[src/rtl/prog_loader_pkg.sv]
// Shared definitions for the UART program loader: state encodings,
// default bit period and the header-to-word-count rule.
package prog_loader_pkg;

    localparam int CLKS_PER_BIT_DEFAULT = 434;

    typedef enum logic [1:0] {
        RX_IDLE  = 2'd0,
        RX_START = 2'd1,
        RX_DATA  = 2'd2,
        RX_STOP  = 2'd3
    } rx_state_e;

    typedef enum logic [2:0] {
        L_IDLE  = 3'd0,
        L_HDR   = 3'd1,
        L_HI    = 3'd2,
        L_LO    = 3'd3,
        L_WRITE = 3'd4,
        L_DONE  = 3'd5,
        L_ERR   = 3'd6
    } ld_state_e;

    // A header byte of zero stands for a full 256-word image.
    function automatic logic [8:0] word_count(input logic [7:0] hdr);
        return (hdr == 8'd0) ? 9'd256 : {1'b0, hdr};
    endfunction

endpackage

[src/rtl/prog_loader_uart_rx.sv]
// 8N1 UART receiver: two-flop synchronizer, start-bit validation at half
// a bit, data and stop sampled at bit centres. Emits one-cycle strobes.
module uart_rx
    import prog_loader_pkg::*;
#(
    parameter int CLKS_PER_BIT = CLKS_PER_BIT_DEFAULT
) (
    input  logic       clk_i,
    input  logic       rst_ni,
    input  logic       rx_i,
    output logic [7:0] byte_o,
    output logic       byte_stb_o,
    output logic       frame_err_stb_o,
    output logic [1:0] state_o
);

    localparam int CW = $clog2(CLKS_PER_BIT);
    localparam logic [CW-1:0] HALF_M1 = CW'(CLKS_PER_BIT / 2 - 1);
    localparam logic [CW-1:0] FULL_M1 = CW'(CLKS_PER_BIT - 1);

    rx_state_e     state_q, state_d;
    logic          sync1_q, sync2_q, prev_q;
    logic [CW-1:0] cnt_q;
    logic [2:0]    bit_q;
    logic [7:0]    shift_q;
    logic          byte_stb_q, ferr_stb_q;

    // State register.
    always_ff @(posedge clk_i or negedge rst_ni) begin
        if (!rst_ni) state_q <= RX_IDLE;
        else         state_q <= state_d;
    end

    // Next state: start on a synchronized falling edge, reject false starts.
    always_comb begin
        state_d = state_q;
        case (state_q)
            RX_IDLE:  if (!sync2_q && prev_q) state_d = RX_START;
            RX_START: if (cnt_q == HALF_M1) state_d = sync2_q ? RX_IDLE : RX_DATA;
            RX_DATA:  if (cnt_q == FULL_M1 && bit_q == 3'd7) state_d = RX_STOP;
            RX_STOP:  if (cnt_q == FULL_M1) state_d = RX_IDLE;
            default:  state_d = RX_IDLE;
        endcase
    end

    // Synchronizer, bit timing counter, shift register and strobes.
    always_ff @(posedge clk_i or negedge rst_ni) begin
        if (!rst_ni) begin
            sync1_q    <= 1'b1;
            sync2_q    <= 1'b1;
            prev_q     <= 1'b1;
            cnt_q      <= '0;
            bit_q      <= 3'd0;
            shift_q    <= 8'h00;
            byte_stb_q <= 1'b0;
            ferr_stb_q <= 1'b0;
        end else begin
            sync1_q    <= rx_i;
            sync2_q    <= sync1_q;
            prev_q     <= sync2_q;
            byte_stb_q <= 1'b0;
            ferr_stb_q <= 1'b0;
            case (state_q)
                RX_IDLE: begin
                    cnt_q <= '0;
                    bit_q <= 3'd0;
                end
                RX_START: begin
                    cnt_q <= (cnt_q == HALF_M1) ? '0 : cnt_q + 1'b1;
                    bit_q <= 3'd0;
                end
                RX_DATA: begin
                    if (cnt_q == FULL_M1) begin
                        cnt_q   <= '0;
                        shift_q <= {sync2_q, shift_q[7:1]};
                        bit_q   <= bit_q + 3'd1;
                    end else begin
                        cnt_q <= cnt_q + 1'b1;
                    end
                end
                RX_STOP: begin
                    if (cnt_q == FULL_M1) begin
                        cnt_q <= '0;
                        if (sync2_q) byte_stb_q <= 1'b1;
                        else         ferr_stb_q <= 1'b1;
                    end else begin
                        cnt_q <= cnt_q + 1'b1;
                    end
                end
                default: cnt_q <= '0;
            endcase
        end
    end

    assign byte_o          = shift_q;
    assign byte_stb_o      = byte_stb_q;
    assign frame_err_stb_o = ferr_stb_q;
    assign state_o         = state_q;

endmodule

[src/rtl/prog_loader.sv]
// Program loader: receives a header byte (word count) followed by
// big-endian 16-bit words over UART and writes them to instruction memory.
// dbg_state = {receiver state, loader state} for observation.
module prog_loader
    import prog_loader_pkg::*;
#(
    parameter int CLKS_PER_BIT = CLKS_PER_BIT_DEFAULT
) (
    input  logic        clk,
    input  logic        rst_n,
    input  logic        rx,
    input  logic        load_en,
    output logic        mem_we,
    output logic [7:0]  mem_addr,
    output logic [15:0] mem_wdata,
    output logic        load_done,
    output logic        frame_err,
    output logic [4:0]  dbg_state
);

    logic [7:0] rx_byte;
    logic       rx_byte_stb;
    logic       rx_ferr_stb;
    logic [1:0] rx_state;

    ld_state_e  state_q, state_d;
    logic [8:0] count_q;
    logic [8:0] words_q;
    logic [7:0] addr_q;
    logic [15:0] wdata_q;
    logic       done_q, ferr_q;

    uart_rx #(.CLKS_PER_BIT(CLKS_PER_BIT)) u_rx (
        .clk_i           (clk),
        .rst_ni          (rst_n),
        .rx_i            (rx),
        .byte_o          (rx_byte),
        .byte_stb_o      (rx_byte_stb),
        .frame_err_stb_o (rx_ferr_stb),
        .state_o         (rx_state)
    );

    // Loader state register.
    always_ff @(posedge clk or negedge rst_n) begin
        if (!rst_n) state_q <= L_IDLE;
        else        state_q <= state_d;
    end

    // Next state; dropping load_en overrides everything, including a write.
    always_comb begin
        state_d = state_q;
        if (!load_en) begin
            state_d = L_IDLE;
        end else begin
            case (state_q)
                L_IDLE:  state_d = L_HDR;
                L_HDR:   if (rx_byte_stb) state_d = L_HI;
                         else if (rx_ferr_stb) state_d = L_ERR;
                L_HI:    if (rx_byte_stb) state_d = L_LO;
                         else if (rx_ferr_stb) state_d = L_ERR;
                L_LO:    if (rx_byte_stb) state_d = L_WRITE;
                         else if (rx_ferr_stb) state_d = L_ERR;
                L_WRITE: state_d = (words_q + 9'd1 == count_q) ? L_DONE : L_HI;
                L_DONE:  state_d = L_DONE;
                L_ERR:   state_d = L_ERR;
                default: state_d = L_IDLE;
            endcase
        end
    end

    // Outputs: write strobe only in L_WRITE, and never during an abort.
    always_comb begin
        mem_we    = (state_q == L_WRITE) && load_en;
        mem_addr  = addr_q;
        mem_wdata = wdata_q;
        load_done = done_q;
        frame_err = ferr_q;
        dbg_state = {rx_state, state_q};
    end

    // Session datapath: word count, assembly of words, address and flags.
    always_ff @(posedge clk or negedge rst_n) begin
        if (!rst_n) begin
            count_q <= 9'd0;
            words_q <= 9'd0;
            addr_q  <= 8'h00;
            wdata_q <= 16'h0000;
            done_q  <= 1'b0;
            ferr_q  <= 1'b0;
        end else if (state_q == L_IDLE && state_d == L_HDR) begin
            words_q <= 9'd0;
            addr_q  <= 8'h00;
            done_q  <= 1'b0;
            ferr_q  <= 1'b0;
        end else if (load_en) begin
            case (state_q)
                L_HDR: begin
                    if (rx_byte_stb)      count_q <= word_count(rx_byte);
                    else if (rx_ferr_stb) ferr_q  <= 1'b1;
                end
                L_HI: begin
                    if (rx_byte_stb)      wdata_q[15:8] <= rx_byte;
                    else if (rx_ferr_stb) ferr_q        <= 1'b1;
                end
                L_LO: begin
                    if (rx_byte_stb)      wdata_q[7:0] <= rx_byte;
                    else if (rx_ferr_stb) ferr_q       <= 1'b1;
                end
                L_WRITE: begin
                    addr_q  <= addr_q + 8'd1;
                    words_q <= words_q + 9'd1;
                    if (state_d == L_DONE) done_q <= 1'b1;
                end
                default: ;
            endcase
        end
    end

endmodule

[config.mk]
export PLATFORM = sky130hd
export DESIGN_NAME = prog_loader
export DESIGN_NICKNAME = d
export VERILOG_FILES = /design/src/rtl/prog_loader_pkg.sv /design/src/rtl/prog_loader_uart_rx.sv /design/src/rtl/prog_loader.sv
export SDC_FILE = /design/constraint.sdc
export NUM_CORES = 1
export LEC_CHECK = 0
export BUFFER_PORTS_ARGS = -buffer_cell sky130_fd_sc_hd__buf_2
export CAP_MARGIN = 30
export CORE_MARGIN = 2
export CORE_UTILIZATION = 40
export CTS_CLUSTER_DIAMETER = 100
export DETAILED_ROUTE_END_ITERATION = 16
export GPL_TIMING_DRIVEN = 0
export PLACE_DENSITY_LB_ADDON = 0.15
export SYNTH_ARGS = -nofsm -noshare
export SYNTH_HDL_FRONTEND = slang
export SYNTH_SLANG_ARGS = --single-unit
[constraint.sdc]
create_clock -name clk -period 3.3 [get_ports clk]
set_input_delay 0.66 -clock clk [delete_from_list [all_inputs] [get_ports clk]]
set_output_delay 0.66 -clock clk [all_outputs]
set_load 0.03 [all_outputs]
==> results by group <==
STA
  • Setup Total Neg Slack: 0 ps
  • RSZ-0062 raised after global routing: no
  • Max-slew violation count: 0
  • Measured slew at the worst slew-check pin: 717.9 ps
  • Fmax: 0.3938 GHz
  • Rel. slew slack: 51.88%
  • Final setup fails: 0
  • Final setup skew: 8.776 ps
  • Tmin final: 2539 ps
  • Hold_ws: 218.2 ps
  • Fin. Hold Viols: 0
  • Final Cycle Share: 76.95%

Yosys
  • Mean Syn Cell Area: 11.29 um^2
  • Yosys top cell by area: dfrtp_1
  • Synth top area cells: dfrtp_1 (50%), mux2_2 (11%), nor2_1 (3.7%), xnor2_1 (3.7%), xor2_1 (3.4%)
  • Post-synthesis mux area share: 12.37%
  • Ys async rst share: 100.0%
  • Post-synth cell types: 49
  • Fraction of the mapped netlist area in adder cells: 2.447%
  • Number of synthesized flops with an enable pin: 0
  • Yosys warning count: 0
  • Top_reg_cell synth: dfrtp_1
  • Largest family of logic cells by synthesized area: simple AND/OR/NAND/NOR gates
  • Compound-Gate Fraction of Synth Area: 5.977%
  • Mapped Cells: 317
  • Syn_nets: 328
  • Post-Synth XOR/XNOR Area: 7.725%
  • Post-Synth Simple-Gate Area: 16.95%
  • Mapped Area: 3580 um^2
  • Top-area cell type share of the netlist area: 49.63%
  • FF+latch count, synth: 74
  • Post-synthesis sequential area ratio: 51.84%

Worst setup path
  • Worst r2r src: words_q[1]
  • Crit path arrival time: 1880 ps
  • WS Path Type: reg -> out
  • WP buf/inv: 3
  • Startpoint types: flip-flop
  • Crit path required time: 2640 ps
  • CP Capture Type: primary output
  • Worst reg2reg endpoint: state_q[1]
  • Critical Path, Cell by Cell: clkbuf_1, and4bb_2, buf_2, buf_2
  • Slowest Stage Delay on Critical Path: 340 ps
  • Critical path fanouts, max: 10
  • R2R Setup Slk: 1000 ps
  • CP max-delay cell: dfrtp_1
  • Reg2reg path depth: 7
  • Cell family with most CP delay: buffers and inverters
  • Most used cell, CP: buf_2

Die
  • Initial core utilization: 41.05%
  • Chip height: 98.60 um
  • Die ar.: 9722 um^2
  • Die Width: 98.60 um
  • Core area: 8721 um^2
  • FP Rows: 34
  • Top Ports: 36

CTS
  • Skew-Pair Late Insertion Delay: 350 ps
  • Post-CTS resize count: 0
  • Sink Count: 74
  • Maximum root-to-sink buffer count: 2
  • CTS Buf Count: 9
  • Clock root cell: clkbuf_8
  • Clk pin slew, worst setup/hold paths: 80 ps
  • Setup bufs post-CTS: 0
  • Hold_buf cts: 0
  • H-tree Lvls: 3
  • CTS tree: built

Hold path
  • Min-delay worst type: in -> async

Global routing
  • Total gr overflow: 0
  • Total global-route track usage: 15.11%
  • Largest net degree at the start of global routing: 50
  • Initial antenna violation count: 0
  • First-pass GRT wire length: 11.63 mm
  • GRT met1 Usage: 21.48%
  • GRT met2 Usage: 21.66%
  • GRT busiest layer: met2
  • Vias in the first global route: 2390
  • GR Layer Usage met3: 3.121%

Final layout
  • Final-stage net count: 375
  • Share of layout cells above drive strength 1: 28.18%
  • Layout Cells excl Fill: 477
  • Diodes inserted: 0
  • Commonest non-fill, non-tap cell in the layout: dfrtp_1
  • Area grow syn2layout: 16.29%
  • Most frequent cells in the layout: dfrtp_1 (71), buf_2 (39), nor2_1 (35)

Routing
  • Routed WL per cell: 14.35 um
  • Antenna viol nets, final: 0
  • Vias per cell: 5.184
  • Initial DRT Pass Iterations: 4
  • # DRC: 0
  • 1st-iter DRT viols: 138
  • Vias: 2473
  • WL final: 6.843 mm

Place
  • Final GP Congestion: 0.8171
  • Placed cells: 461
  • Placed wire-length estimate: 4.668 mm
  • Input/output buffers: 35

Power and ir drop
  • PD cells: 480.5 nW/um^2
  • Worst IR Drop VDD: 242.1 uV
  • Static Leakage: 0.002007 uW
  • Total Power: 2000 uW

Run status
  • Status: finished, final reports clean

Flow run
  • Max cap viols: 0
-- Yosys cell counts, types with 2 or more instances --
cell      count
nor3_2        2
nor3_1        4
nor4bb_1      2
o21a_1        2
ha_1          7
and4_2        2
nor4_1        3
o21ai_0       9
dfrtp_1      71
and4_1        2
a22oi_1       2
xor2_1       14
o311ai_0      3
inv_1         8
clkbuf_1      7
nor2_1       35
nand2b_1      3
mux2i_1       6
dfstp_2       3
nand3_1      10
nor2b_1       9
nand4b_1      2
and2_1        4
a21oi_1       9
mux2_2       34
nand2_1      13
xnor2_1      15
buf_2         5
or3_1         5
a31oi_1       2
nand4_1       5
buf_4         2
-- sequential cells by signal (all words and copies together) (netlist names), 3 cells and up, named ones only --
register and cells:
u_rx.cnt_q 9, state_q 3, mem_wdata 16, mem_addr 8, u_rx.byte_o 8, count_q 9
words_q 9, u_rx.bit_q 3
-- cells by family (layout without fill, tap and decap cells) --
logic type / Yosys count / after routing
DFF: 74 / 74
AOI/OAI and AO/OA: 34 / 34
and+or+nand+nor: 110 / 110
xor gates and xnor gates: 30 / 30
muxes: 40 / 40
adders and majority gates: 7 / 7
buffers and inverters: 22 / 74
-- final cells by class --
| class | instances | area [um^2] |
|---|---|---|
| Inverter | 8 | 30.03 |
| Sequential cell | 74 | 1856 |
| Fill cell | 830 | 4558 |
| Multi-Input combinational cell | 221 | 1628 |
| Clock buffer | 10 | 127.6 |
| Buffer | 14 | 66.31 |
| Tap cell | 108 | 135.1 |
| Timing Repair Buffer | 36 | 205.2 |
| Clock inverter | 6 | 115.1 |
-- through the flow --
| stage | setup WS (ps) | util, % | instance area (um^2) |
|---|---|---|---|
| 6_report | 760.6 | 47.73 | 4163 |
| 5_1_grt | 617.5 | 47.73 | 4163 |
| 4_1_cts | 727.8 | 47.73 | 4163 |
| 3_5_place_dp | 1036 | 44.95 | 3920 |
| 3_3_place_gp | 1037 | 44.61 | 3890 |
| 2_1_floorplan | 1272 | - | 3580 |
-- worst reg2reg max path: stages, from the launching register on --
cell and delay (ps):
dfrtp_1 500, ha_1 190, buf_2 200, nand4b_1 120, a211oi_1 270, o311ai_0 180
a211o_1 370, o311a_1 350
-- layer usage --
layer	wire length [um]	vias to the layer above	part of all wire (%)
met5	0	-	0
met4	182	0	2.7
met3	318	14	4.6
met2	3021	56	44
met1	3320	1204	49
li1	-	1199	-
-- how the worst max path moves through the flow --
stage               start  slack, ps           to  depth (start not counted)
2_1_floorplan  state_q[2]       1270  mem_addr[6]                          7
3_3_place_gp      load_en       1040       mem_we                          4
3_5_place_dp      load_en       1040       mem_we                          4
4_1_cts        state_q[2]        730       mem_we                          4
5_1_grt        state_q[2]        620       mem_we                          4
6_report       state_q[2]        760       mem_we                          4
-- report_power, final --
group	switching [uW]	leakage [uW]	internal, uW	total (uW)
registers	26.3	0.00102	931	957
logic	121	0.000874	65.5	186
clock network	352	0.000117	505	857
Power figures use the tool's default switching activity.
